### config.mk
export PLATFORM = sky130hd
export DESIGN_NAME = ppu_lcd_timing_scaler_flat
export DESIGN_NICKNAME = d
export VERILOG_FILES = /design/src/rtl/ppu_lcd_timing_scaler_if.sv /design/src/rtl/ppu_lcd_timing_scaler.sv /design/src/flat_wrapper.sv
export SDC_FILE = /design/constraint.sdc
export NUM_CORES = 1
export LEC_CHECK = 0
export ABC_AREA = 1
export CELL_PAD_IN_SITES_DETAIL_PLACEMENT = 0
export CELL_PAD_IN_SITES_GLOBAL_PLACEMENT = 1
export CORE_MARGIN = 4
export CORE_UTILIZATION = 37
export DETAILED_ROUTE_END_ITERATION = 7
export PLACE_DENSITY = 0.83
export SYNTH_ARGS = -nofsm -noshare
export SYNTH_HDL_FRONTEND = slang
export SYNTH_SLANG_ARGS = --single-unit
export TNS_END_PERCENT = 1
### constraint.sdc
create_clock -name i_lcd_clk -period 3.6 [get_ports i_lcd_clk]
set_input_delay 0.54 -clock i_lcd_clk [delete_from_list [all_inputs] [get_ports i_lcd_clk]]
set_output_delay 0.54 -clock i_lcd_clk [all_outputs]
set_load 0.005 [all_outputs]
### src/rtl/ppu_lcd_timing_scaler_if.sv
// Frame-buffer read port and page-swap handshake between the LCD scaler and the PPU side.
interface ppu_lcd_timing_scaler_if #(
  parameter int SRC_AW = 8
);
  logic [2*SRC_AW:0] vbuf_addr;
  logic [23:0]       vbuf_rgb;
  logic              swap_req;
  logic              swap_ack;

  modport master (output vbuf_addr, input vbuf_rgb, input swap_req, output swap_ack);
  modport slave  (input vbuf_addr, output vbuf_rgb, output swap_req, input swap_ack);
endinterface

### src/rtl/ppu_lcd_timing_scaler.sv
// LCD raster generator and integer-scale frame-buffer reader with X/Y mirroring and a
// handshaked double-buffer page swap; drives registered RGB, DE and syncs to the panel.
module ppu_lcd_timing_scaler #(
  parameter int          H_TOTAL     = 1056,
  parameter int          V_TOTAL     = 525,
  parameter int          HS_W        = 30,
  parameter int          VS_W        = 13,
  parameter int          H_BP        = 46,
  parameter int          V_BP        = 23,
  parameter int          H_ACT       = 800,
  parameter int          V_ACT       = 480,
  parameter int          SCALE_SHIFT = 1,
  parameter int          SRC_AW      = 8,
  parameter int          GAME_W      = 256,
  parameter int          GAME_H      = 240,
  parameter int          RD_LAT      = 1,
  parameter logic [23:0] BORDER_RGB  = 24'h0,
  parameter bit          INIT_PAGE   = 1'b1
) (
  input  logic                           i_lcd_clk,
  input  logic                           i_lcd_rst,
  ppu_lcd_timing_scaler_if.master        vbuf,
  input  logic                           i_flip_x,
  input  logic                           i_flip_y,
  output logic [7:0]                     o_lcd_r,
  output logic [7:0]                     o_lcd_g,
  output logic [7:0]                     o_lcd_b,
  output logic                           o_lcd_de,
  output logic                           o_lcd_hsd,
  output logic                           o_lcd_vsd,
  output logic                           o_vblank,
  output logic                           o_frame_start
);
  localparam int XW = $clog2(H_TOTAL);
  localparam int YW = $clog2(V_TOTAL);
  // control word layout: {de, game, hsd, vsd}
  localparam logic [3:0] CTL_RST = 4'b0011;

  logic [XW-1:0]     xcnt;
  logic [YW-1:0]     line;
  logic              fe;
  logic              page, pending, flip_x_q, flip_y_q;
  int                sx, sy, sx_m, sy_m, src_x_full, src_y_full;
  logic              h_act, v_act, game, hsd_n, vsd_n;
  logic [SRC_AW-1:0] src_x, src_y;
  logic [3:0]        ctl_s1;
  logic [3:0]        ctl_d [RD_LAT];
  logic [3:0]        ctl_o;
  logic [23:0]       rgb_q;

  assign fe = (xcnt == XW'(H_TOTAL - 1)) && (line == YW'(V_TOTAL - 1));

  always_ff @(posedge i_lcd_clk) begin
    if (i_lcd_rst) begin
      xcnt <= '0;
      line <= '0;
    end else if (xcnt == XW'(H_TOTAL - 1)) begin
      xcnt <= '0;
      line <= (line == YW'(V_TOTAL - 1)) ? '0 : line + YW'(1);
    end else begin
      xcnt <= xcnt + XW'(1);
    end
  end

  always_comb begin
    sx         = int'(xcnt) - H_BP;
    sy         = int'(line) - V_BP;
    h_act      = (sx >= 0) && (sx < H_ACT);
    v_act      = (sy >= 0) && (sy < V_ACT);
    sx_m       = flip_x_q ? (H_ACT - 1 - sx) : sx;
    sy_m       = flip_y_q ? (V_ACT - 1 - sy) : sy;
    src_x_full = sx_m >>> SCALE_SHIFT;
    src_y_full = sy_m >>> SCALE_SHIFT;
    // game window test uses the unclipped source coordinate, before address truncation
    game       = h_act && v_act && (src_x_full < GAME_W) && (src_y_full < GAME_H);
    src_x      = src_x_full[SRC_AW-1:0];
    src_y      = src_y_full[SRC_AW-1:0];
    hsd_n      = int'(xcnt) >= HS_W;
    vsd_n      = int'(line) >= VS_W;
  end

  assign o_vblank      = !v_act;
  assign o_frame_start = !i_lcd_rst && (xcnt == '0) && (line == '0);

  // A request on the frame-end cycle itself still counts for that frame end.
  always_ff @(posedge i_lcd_clk) begin
    if (i_lcd_rst) begin
      page          <= INIT_PAGE;
      pending       <= 1'b0;
      vbuf.swap_ack <= 1'b0;
      flip_x_q      <= 1'b0;
      flip_y_q      <= 1'b0;
    end else begin
      vbuf.swap_ack <= 1'b0;
      if (fe) begin
        flip_x_q <= i_flip_x;
        flip_y_q <= i_flip_y;
        if (pending || vbuf.swap_req) begin
          page          <= ~page;
          pending       <= 1'b0;
          vbuf.swap_ack <= 1'b1;
        end
      end else if (vbuf.swap_req) begin
        pending <= 1'b1;
      end
    end
  end

  always_ff @(posedge i_lcd_clk) begin
    if (i_lcd_rst) begin
      vbuf.vbuf_addr <= '0;
      ctl_s1         <= CTL_RST;
      for (int i = 0; i < RD_LAT; i++) ctl_d[i] <= CTL_RST;
    end else begin
      vbuf.vbuf_addr <= {page, src_y, src_x};
      ctl_s1         <= {h_act && v_act, game, hsd_n, vsd_n};
      ctl_d[0]       <= ctl_s1;
      for (int i = 1; i < RD_LAT; i++) ctl_d[i] <= ctl_d[i-1];
    end
  end

  assign ctl_o = ctl_d[RD_LAT-1];

  always_ff @(posedge i_lcd_clk) begin
    if (i_lcd_rst) begin
      rgb_q     <= '0;
      o_lcd_de  <= 1'b0;
      o_lcd_hsd <= 1'b1;
      o_lcd_vsd <= 1'b1;
    end else begin
      rgb_q     <= ctl_o[3] ? (ctl_o[2] ? vbuf.vbuf_rgb : BORDER_RGB) : 24'h0;
      o_lcd_de  <= ctl_o[3];
      o_lcd_hsd <= ctl_o[1];
      o_lcd_vsd <= ctl_o[0];
    end
  end

  assign {o_lcd_r, o_lcd_g, o_lcd_b} = rgb_q;
endmodule

### src/flat_wrapper.sv
// flat-port wrapper written by rule: the top's interface ports become plain ports
module ppu_lcd_timing_scaler_flat 
#(
  parameter int          H_TOTAL     = 1056,
  parameter int          V_TOTAL     = 525,
  parameter int          HS_W        = 30,
  parameter int          VS_W        = 13,
  parameter int          H_BP        = 46,
  parameter int          V_BP        = 23,
  parameter int          H_ACT       = 800,
  parameter int          V_ACT       = 480,
  parameter int          SCALE_SHIFT = 1,
  parameter int          SRC_AW      = 8,
  parameter int          GAME_W      = 256,
  parameter int          GAME_H      = 240,
  parameter int          RD_LAT      = 1,
  parameter logic [23:0] BORDER_RGB  = 24'h0,
  parameter bit          INIT_PAGE   = 1'b1
)
  (i_lcd_clk, i_lcd_rst, i_flip_x, i_flip_y, o_lcd_r, o_lcd_g, o_lcd_b, o_lcd_de, o_lcd_hsd, o_lcd_vsd, o_vblank, o_frame_start, vbuf_vbuf_addr, vbuf_vbuf_rgb, vbuf_swap_req, vbuf_swap_ack);
  ppu_lcd_timing_scaler_if #(.SRC_AW(SRC_AW)) vbuf_i ();
  input  logic i_lcd_clk;
  input  logic i_lcd_rst;
  input  logic i_flip_x;
  input  logic i_flip_y;
  output logic [7:0] o_lcd_r;
  output logic [7:0] o_lcd_g;
  output logic [7:0] o_lcd_b;
  output logic o_lcd_de;
  output logic o_lcd_hsd;
  output logic o_lcd_vsd;
  output logic o_vblank;
  output logic o_frame_start;
  output wire logic [$bits(vbuf_i.vbuf_addr)-1:0] vbuf_vbuf_addr;
  input wire logic [$bits(vbuf_i.vbuf_rgb)-1:0] vbuf_vbuf_rgb;
  input wire logic [$bits(vbuf_i.swap_req)-1:0] vbuf_swap_req;
  output wire logic [$bits(vbuf_i.swap_ack)-1:0] vbuf_swap_ack;
  assign vbuf_vbuf_addr = vbuf_i.vbuf_addr;
  assign vbuf_i.vbuf_rgb = vbuf_vbuf_rgb;
  assign vbuf_i.swap_req = vbuf_swap_req;
  assign vbuf_swap_ack = vbuf_i.swap_ack;
  ppu_lcd_timing_scaler #(.H_TOTAL(H_TOTAL), .V_TOTAL(V_TOTAL), .HS_W(HS_W), .VS_W(VS_W), .H_BP(H_BP), .V_BP(V_BP), .H_ACT(H_ACT), .V_ACT(V_ACT), .SCALE_SHIFT(SCALE_SHIFT), .SRC_AW(SRC_AW), .GAME_W(GAME_W), .GAME_H(GAME_H), .RD_LAT(RD_LAT), .BORDER_RGB(BORDER_RGB), .INIT_PAGE(INIT_PAGE)) u_core (.i_lcd_clk(i_lcd_clk), .i_lcd_rst(i_lcd_rst), .vbuf(vbuf_i), .i_flip_x(i_flip_x), .i_flip_y(i_flip_y), .o_lcd_r(o_lcd_r), .o_lcd_g(o_lcd_g), .o_lcd_b(o_lcd_b), .o_lcd_de(o_lcd_de), .o_lcd_hsd(o_lcd_hsd), .o_lcd_vsd(o_lcd_vsd), .o_vblank(o_vblank), .o_frame_start(o_frame_start));
endmodule
==> results of run 1 <==
==> through the flow <==
stage	power [W]	cell area [um^2]	setup WS [ns]
final	0.00155	4770	0.461
after global routing	0.00162	4770	0.193
after CTS	0.00156	4770	0.454
after detailed placement	0.00100	4610	0.623
after global placement	0.00100	4610	0.751
after floorplan	0.000940	3740	0.967
==> cells in the mapped netlist, drive strengths merged <==
master	number
o21a	3
o211ai	1
nand2	102
nand3	35
a21oi	22
o21bai	1
xor2	10
o21ai	17
clkinv	2
o31ai	1
nand3b	3
nor2	84
inv	76
buf	5
clkbuf	6
nor4	3
nor3	9
a211oi	2
or2	4
nand4	9
xnor2	3
and2	1
dfxtp	78
ha	20
nor3b	2
==> critical path, cell delays in order (launching register included) <==
cell and delay [ns]:
dfxtp_1 0.37, ha_1 0.25, nand2_1 0.09, nand2_1 0.05, nand2_1 0.13, nand3_1 0.34, and2_1 0.39, nand2_4 0.11
clkdlybuf4s50_1 0.52
==> per-layer routing <==
metal	vias up	global-route usage	part of all wire	routed length [um]
met5	-	0	0	0
met4	0	0.0622	0.017	144
met3	10	0.0466	0.072	622
met2	86	0.252	0.45	3880
met1	1465	0.190	0.47	4040
li1	1716	-	-	-
==> logic make-up (layout without fill, tap and decap cells) <==
| logic type | Yosys count | after routing |
|---|---|---|
| AND/OR/NAND/NOR | 252 | 252 |
| flip-flops | 78 | 78 |
| adder cells (fa/ha/maj) | 20 | 20 |
| AO/OA/AOI/OAI | 47 | 47 |
| buffers and inverters | 89 | 170 |
| XOR/XNOR | 13 | 13 |
==> cell type report <==
| class | count | area share |
|---|---|---|
| inverter | 78 | 0.0613 |
| sequential | 78 | 0.327 |
| timing repair buffer | 77 | 0.160 |
| clock inverter | 6 | 0.00839 |
| clock buffer | 9 | 0.0260 |
| multi-input combinational | 332 | 0.382 |
| tap | 133 | 0.0349 |
==> state kept, by name, summed over array words and instances (netlist names), 4 cells and up <==
signal,cells
u_core.ctl_s1,4
u_core.line,10
u_core.rgb_q,24
u_core.vbuf.vbuf_addr,17
u_core.ctl_d,4
u_core.xcnt,11
==> final timing paths <==
| path | slack, ns | endpoint |
|---|---|---|
| max | 0.46 | o_vblank |
| min | 0.41 | u_core.ctl_d[0][3] |
| max reg2reg | 0.57 | u_core.ctl_s1[2] |
| min reg2reg | 0.41 | u_core.ctl_d[0][3] |
==> power by group <==
| part | internal, W | switching (W) | total, W |
|---|---|---|---|
| Sequential | 0.000877 | 0.00000651 | 0.000884 |
| Clock | 0.000243 | 0.000322 | 0.000565 |
| Combinational | 0.0000593 | 0.0000391 | 0.0000984 |
==> reports/metrics.yaml, run 1 <==
synth_compound_area_frac: 0.0683
pwr_density_cell_nw_per_um2: 324
ir_drop_mv: 0.188
yosys.area_share.xor_xnor: 0.0345
htree_levels: 3
postCtsSetupRepairBufs: 0
whs_ns: 0.411
hold_class: "reg2reg"
io_pins: 76
drt_wl_total_um: 8690
fin_skew_ns: 0.0124
core_um2: 9820
root_buffer: "clkbuf_8"
yosys.area.top_type: "dfxtp_1"
fin_cells: 713
hp-start: "u_core.ctl_s1[3]"
ff2ff_path_depth: 20
critPathArrivalTime_ns: 2.60
layout.nets: 625
grt_max_degree: 26
grt_overflow_total: 0
seq_area_um2: 1560
end_kind: "output port"
tightestPinTransition_ns: 0.757
antenna_found_initial: 0
synthTopCellsByArea: "dfxtp_1 (42%), nand2_1 (9.1%), nor2_1 (8.0%)"
status: "completed"
slew_violations: 0
start_util: 0.380
synth_area_um2: 3740
placed_cells: 698
ys_ff_latch: 78
post_drt_via_cell_ratio: 4.60
mostFrequentLayoutCell: "nand2_1"
grt_pass1_vias: 3116
drive_above_1_share: 0.0914
netlist.area_leader.share: 0.418
cts.path.max_buffers: 2
wl_per_cell_um: 12.2
yosys.area_share.simple: 0.318
syn-mean-instance-area_um2: 7.49
rsz0062_at_grt: "false"
p_leak_nw: 2.18
syn-num-nets: 548
route.antenna.remaining_nets: 0
ctsHoldBuffers: 0
n_fill_cell: 980
drc: 0
fp-row-count: 36
insertedDiodeCount: 0
io_buffers: 75
multi_input_area_um2: 1820
die_w_um: 108
yosys_warnings: 0
max_slew_margin: 0.494
maxCapViolCount: 0
grt_pass1_wl_um: 14400
cts.sinks: 78
finalSetupViolCount: 0
globalplace.congestion: 0.842
r2r_start: "u_core.line[0]"
synthMuxAreaShare: 0
netlist_instances: 499
fmax_mhz: 319
dieArea_um2: 11800
cts_tree: "done"
fin_crit_ns: 3.14
vias: 3277
worstSetupPathType: "reg2out"
dr.pass1.iters: 4
min_period_over_period: 0.872
grt_use_total: 0.154
die_y_um: 108
critPathLaunchType: "flop"
synth_top_family_by_area: "simple AND/OR/NAND/NOR gates"
most-common-layout-cells: "nand2_1 (91), nor2_1 (80), dfxtp_1 (78)"
syn_to_final_growth_pct: 27.8
postCtsResizedCells: 0
hpwl_um: 6730
clk_pin_slew_ns: 0.08
min_path_cells: 2
hold_viol: 0
seq_area_frac_synth: 0.418
drt_iter0_markers: 150
postLayoutCoreUtil: 0.486
cts_buffers: 9
synthDistinctLibCells: 38
startpoint: "u_core.line[0]"
cp_max_fo: 10
synth-adder-area-share: 0.0670
cp.required_ns: 3.06
finalSetupTns_ns: 0
clock_latency_ns: 0.35
Power figures use the tool's default switching activity.
==> inputs of run 2 (changes only) <==
--- a/config.mk
+++ b/config.mk
@@ -12,6 +12,7 @@
 export CORE_UTILIZATION = 37
 export DETAILED_ROUTE_END_ITERATION = 7
 export PLACE_DENSITY = 0.83
+export SETUP_SLACK_MARGIN = 0.1
 export SYNTH_ARGS = -nofsm -noshare
 export SYNTH_HDL_FRONTEND = slang
 export SYNTH_SLANG_ARGS = --single-unit
==> results of run 2 <==
Final layout, timing and power as in run 1 (identical DEF).
==> inputs of run 3 (changes only) <==
--- a/config.mk
+++ b/config.mk
@@ -5,14 +5,14 @@
 export SDC_FILE = /design/constraint.sdc
 export NUM_CORES = 1
 export LEC_CHECK = 0
-export ABC_AREA = 1
 export CELL_PAD_IN_SITES_DETAIL_PLACEMENT = 0
 export CELL_PAD_IN_SITES_GLOBAL_PLACEMENT = 1
 export CORE_MARGIN = 4
-export CORE_UTILIZATION = 37
+export CORE_UTILIZATION = 39
 export DETAILED_ROUTE_END_ITERATION = 7
 export PLACE_DENSITY = 0.83
 export SETUP_SLACK_MARGIN = 0.1
+export SKIP_CTS_REPAIR_TIMING = 1
 export SYNTH_ARGS = -nofsm -noshare
 export SYNTH_HDL_FRONTEND = slang
 export SYNTH_SLANG_ARGS = --single-unit
==> run 3 against run 2 <==
Routed wire length is 1.6% higher. Worst setup slack worse by 0.41 ns. Combinational power is 8.4% lower. Sequential share of layout area is 2.2 points lower. Largest cell class unchanged. Largest power group unchanged.
==> reports/metrics.yaml, run 3 <==
multi_input_area_um2: 2180
syn-num-nets: 468
slowest_delay_ns: 0.54
cts.path.max_buffers: 2
grt_pass1_vias: 3149
reg_top3: "u_core.rgb_q: 24 flops, u_core.vbuf.vbuf_addr: 17 flops, u_core.xcnt: 11 flops"
hpwl_um: 6680
globalplace.congestion: 0.881
whs_ns: 0.411
grt_pass1_wl_um: 14900
dieArea_um2: 11500
io_pins: 76
critPathLaunchType: "flop"
ys_ff_latch: 78
end_kind: "flop"
grt_overflow_total: 0
mostFrequentLayoutCell: "dfxtp_1"
pwr_density_cell_nw_per_um2: 327
hold_class: "reg2reg"
most-common-layout-cells: "dfxtp_1 (76), clkdlybuf4s50_1 (75), nor2_1 (47)"
start_util: 0.407
clockPowerShare: 0.418
clk_pin_slew_ns: 0.08
syn_to_final_growth_pct: 33.8
rsz0062_at_grt: "true"
p_int_w: 0.00133
pwr-share-comb: 0.054
synth_most_common_cell: "dfxtp_1"
synthTopCellsByCount: "dfxtp_1 (78), nor2_1 (47), and3_1 (28)"
yosys.area.top_type: "dfxtp_1"
netlist_instances: 419
root_buffer: "clkbuf_8"
synth-edff-count: 0
synthDistinctLibCells: 61
route.antenna.remaining_nets: 0
synth_area_um2: 3840
swShare: 0.209
finalSetupViolCount: 0
drc: 0
slowest_stage: "or4b_4"
fin_skew_ns: 0.00760
vias: 3162
drive_above_1_share: 0.147
regMostFlops: "u_core.rgb_q"
cts_tree: "done"
seq_area_frac_synth: 0.407
fin_crit_ns: 3.55
drt_iter0_markers: 116
drt_wl_total_um: 8830
yosys_warnings: 0
grt_use_total: 0.161
post_drt_via_cell_ratio: 4.95
crit_family: "compound AO/OA/AOI/OAI gates"
hold_viol: 0
max_slew_margin: 0.219
layout.nets: 554
cp_max_fo: 8
clock_latency_ns: 0.35
path_cells: "ha_4, a21o_4, xnor2_2, ha_2, nand2_1, a211o_1, o211ai_1, o31ai_2, nand2b_1, ha_2, or4b_4, nor4_4, o2111a_1, a32oi_1, o211a_1, a311oi_2"
critPathMostFrequentCell: "ha_2"
cts.sinks: 78
synth_flop_cell: "dfxtp_1"
fp-row-count: 35
dr.pass1.iters: 4
total_power_w: 0.00168
setup_ws_ns: 0.0536
min_period_over_period: 0.985
power_frac_seq: 0.529
grt_max_degree: 37
syn-mean-instance-area_um2: 9.16
insertedDiodeCount: 0
io_buffers: 75
slew_violations: 0
path_buf_inv: 0
seq_area_um2: 1570
htree_levels: 3
fin_area_um2: 5130
cts_buffers: 9
die_w_um: 107
place_area_um2: 4860
wl_per_cell_um: 13.8
die_y_um: 107
switchingPower_w: 0.000351
async_flop_share: 0
worstSetupPathType: "reg2reg"
fmax_mhz: 282
critPathArrivalTime_ns: 3.81
tightestPinTransition_ns: 1.17
antenna_found_initial: 0
maxCapViolCount: 0
pre_cts_slack_ns: -0.0757
n_fill_cell: 856
cp.required_ns: 3.86
synthTopCellsByArea: "dfxtp_1 (41%), ha_1 (6.5%), xnor2_1 (5.5%)"
largest_register_ff_count: 24
core_um2: 9420
netlist.area_leader.share: 0.407
p_leak_nw: 2.09
ir_drop_mv: 0.136
status: "completed"
[run 3: changes by cell type in the layout (fill, tap and decap cells not counted), sizes merged, moves of 22 or more]
cell / delta
and3: +28
buf: +26
inv: -64
nand2: -78
nand3: -22
nor2: -37
[run 3: worst paths after layout]
kind | from | to | slack, ns | cells past startpoint
max | u_core.xcnt[1] | u_core.ctl_s1[2] | 0.05 | 16
min | u_core.ctl_s1[0] | u_core.ctl_d[0][0] | 0.41 | 1
max reg2reg | u_core.xcnt[1] | u_core.ctl_s1[2] | 0.05 | 16
min reg2reg | u_core.ctl_s1[0] | u_core.ctl_d[0][0] | 0.41 | 1
[run 3: cell families after synthesis]
kind of cell    Yosys count  synth area share
compound gates           58             0.123
xor+xnor                 48             0.110
fa+ha+maj                20            0.0652
buf+inv                  40            0.0460
flops                    78             0.407
mux                       3           0.00783
simple gates            172             0.242
[run 3: worst register-to-register path, delay by kind of cell (launching register included)]
family	cells	cell delay, ns
XOR/XNOR	1	0.17
AO/OA/AOI/OAI	8	1.42
AND/OR/NAND/NOR	4	0.94
flip-flops	1	0.39
adder cells (fa/ha/maj)	3	0.55
[run 3: layout make-up]
class / instances / share of cell area
multi-input combinational: 301 / 0.426
sequential: 78 / 0.305
timing repair buffer: 103 / 0.187
tap: 129 / 0.0314
clock buffer: 10 / 0.0249
clock inverter: 6 / 0.0168
inverter: 12 / 0.00878
[run 3: layer usage]
| metal | routed length [um] | part of all wire | up-vias | track usage |
|---|---|---|---|---|
| met5 | 0 | 0 | - | 0 |
| met4 | 141 | 0.016 | 0 | 0.0658 |
| met3 | 367 | 0.042 | 10 | 0.0259 |
| met2 | 4130 | 0.47 | 74 | 0.267 |
| met1 | 4190 | 0.47 | 1469 | 0.209 |
| li1 | - | - | 1609 | - |
[run 3: metrics by stage]
| stage | std cells | utilization | setup TNS (ns) |
|---|---|---|---|
| 6_report | 639 | 0.545 | 0 |
| 3_3_place_gp | 622 | 0.516 | 0 |
| 5_1_grt | 639 | 0.545 | -0.127 |
| 4_1_cts | 638 | 0.539 | -0.109 |
| 3_5_place_dp | 622 | 0.516 | -0.0757 |
| 2_1_floorplan | 419 | - | 0 |
[run 3: power by group through the flow]
stage	registers [W]	logic [W]	clock network [W]
2_1_floorplan	0.000907	0.0000321	0
3_3_place_gp	0.000906	0.0000914	0
3_5_place_dp	0.000907	0.0000912	0
4_1_cts	0.000886	0.0000919	0.000726
5_1_grt	0.000888	0.0000990	0.000763
6_report	0.000886	0.0000901	0.000700
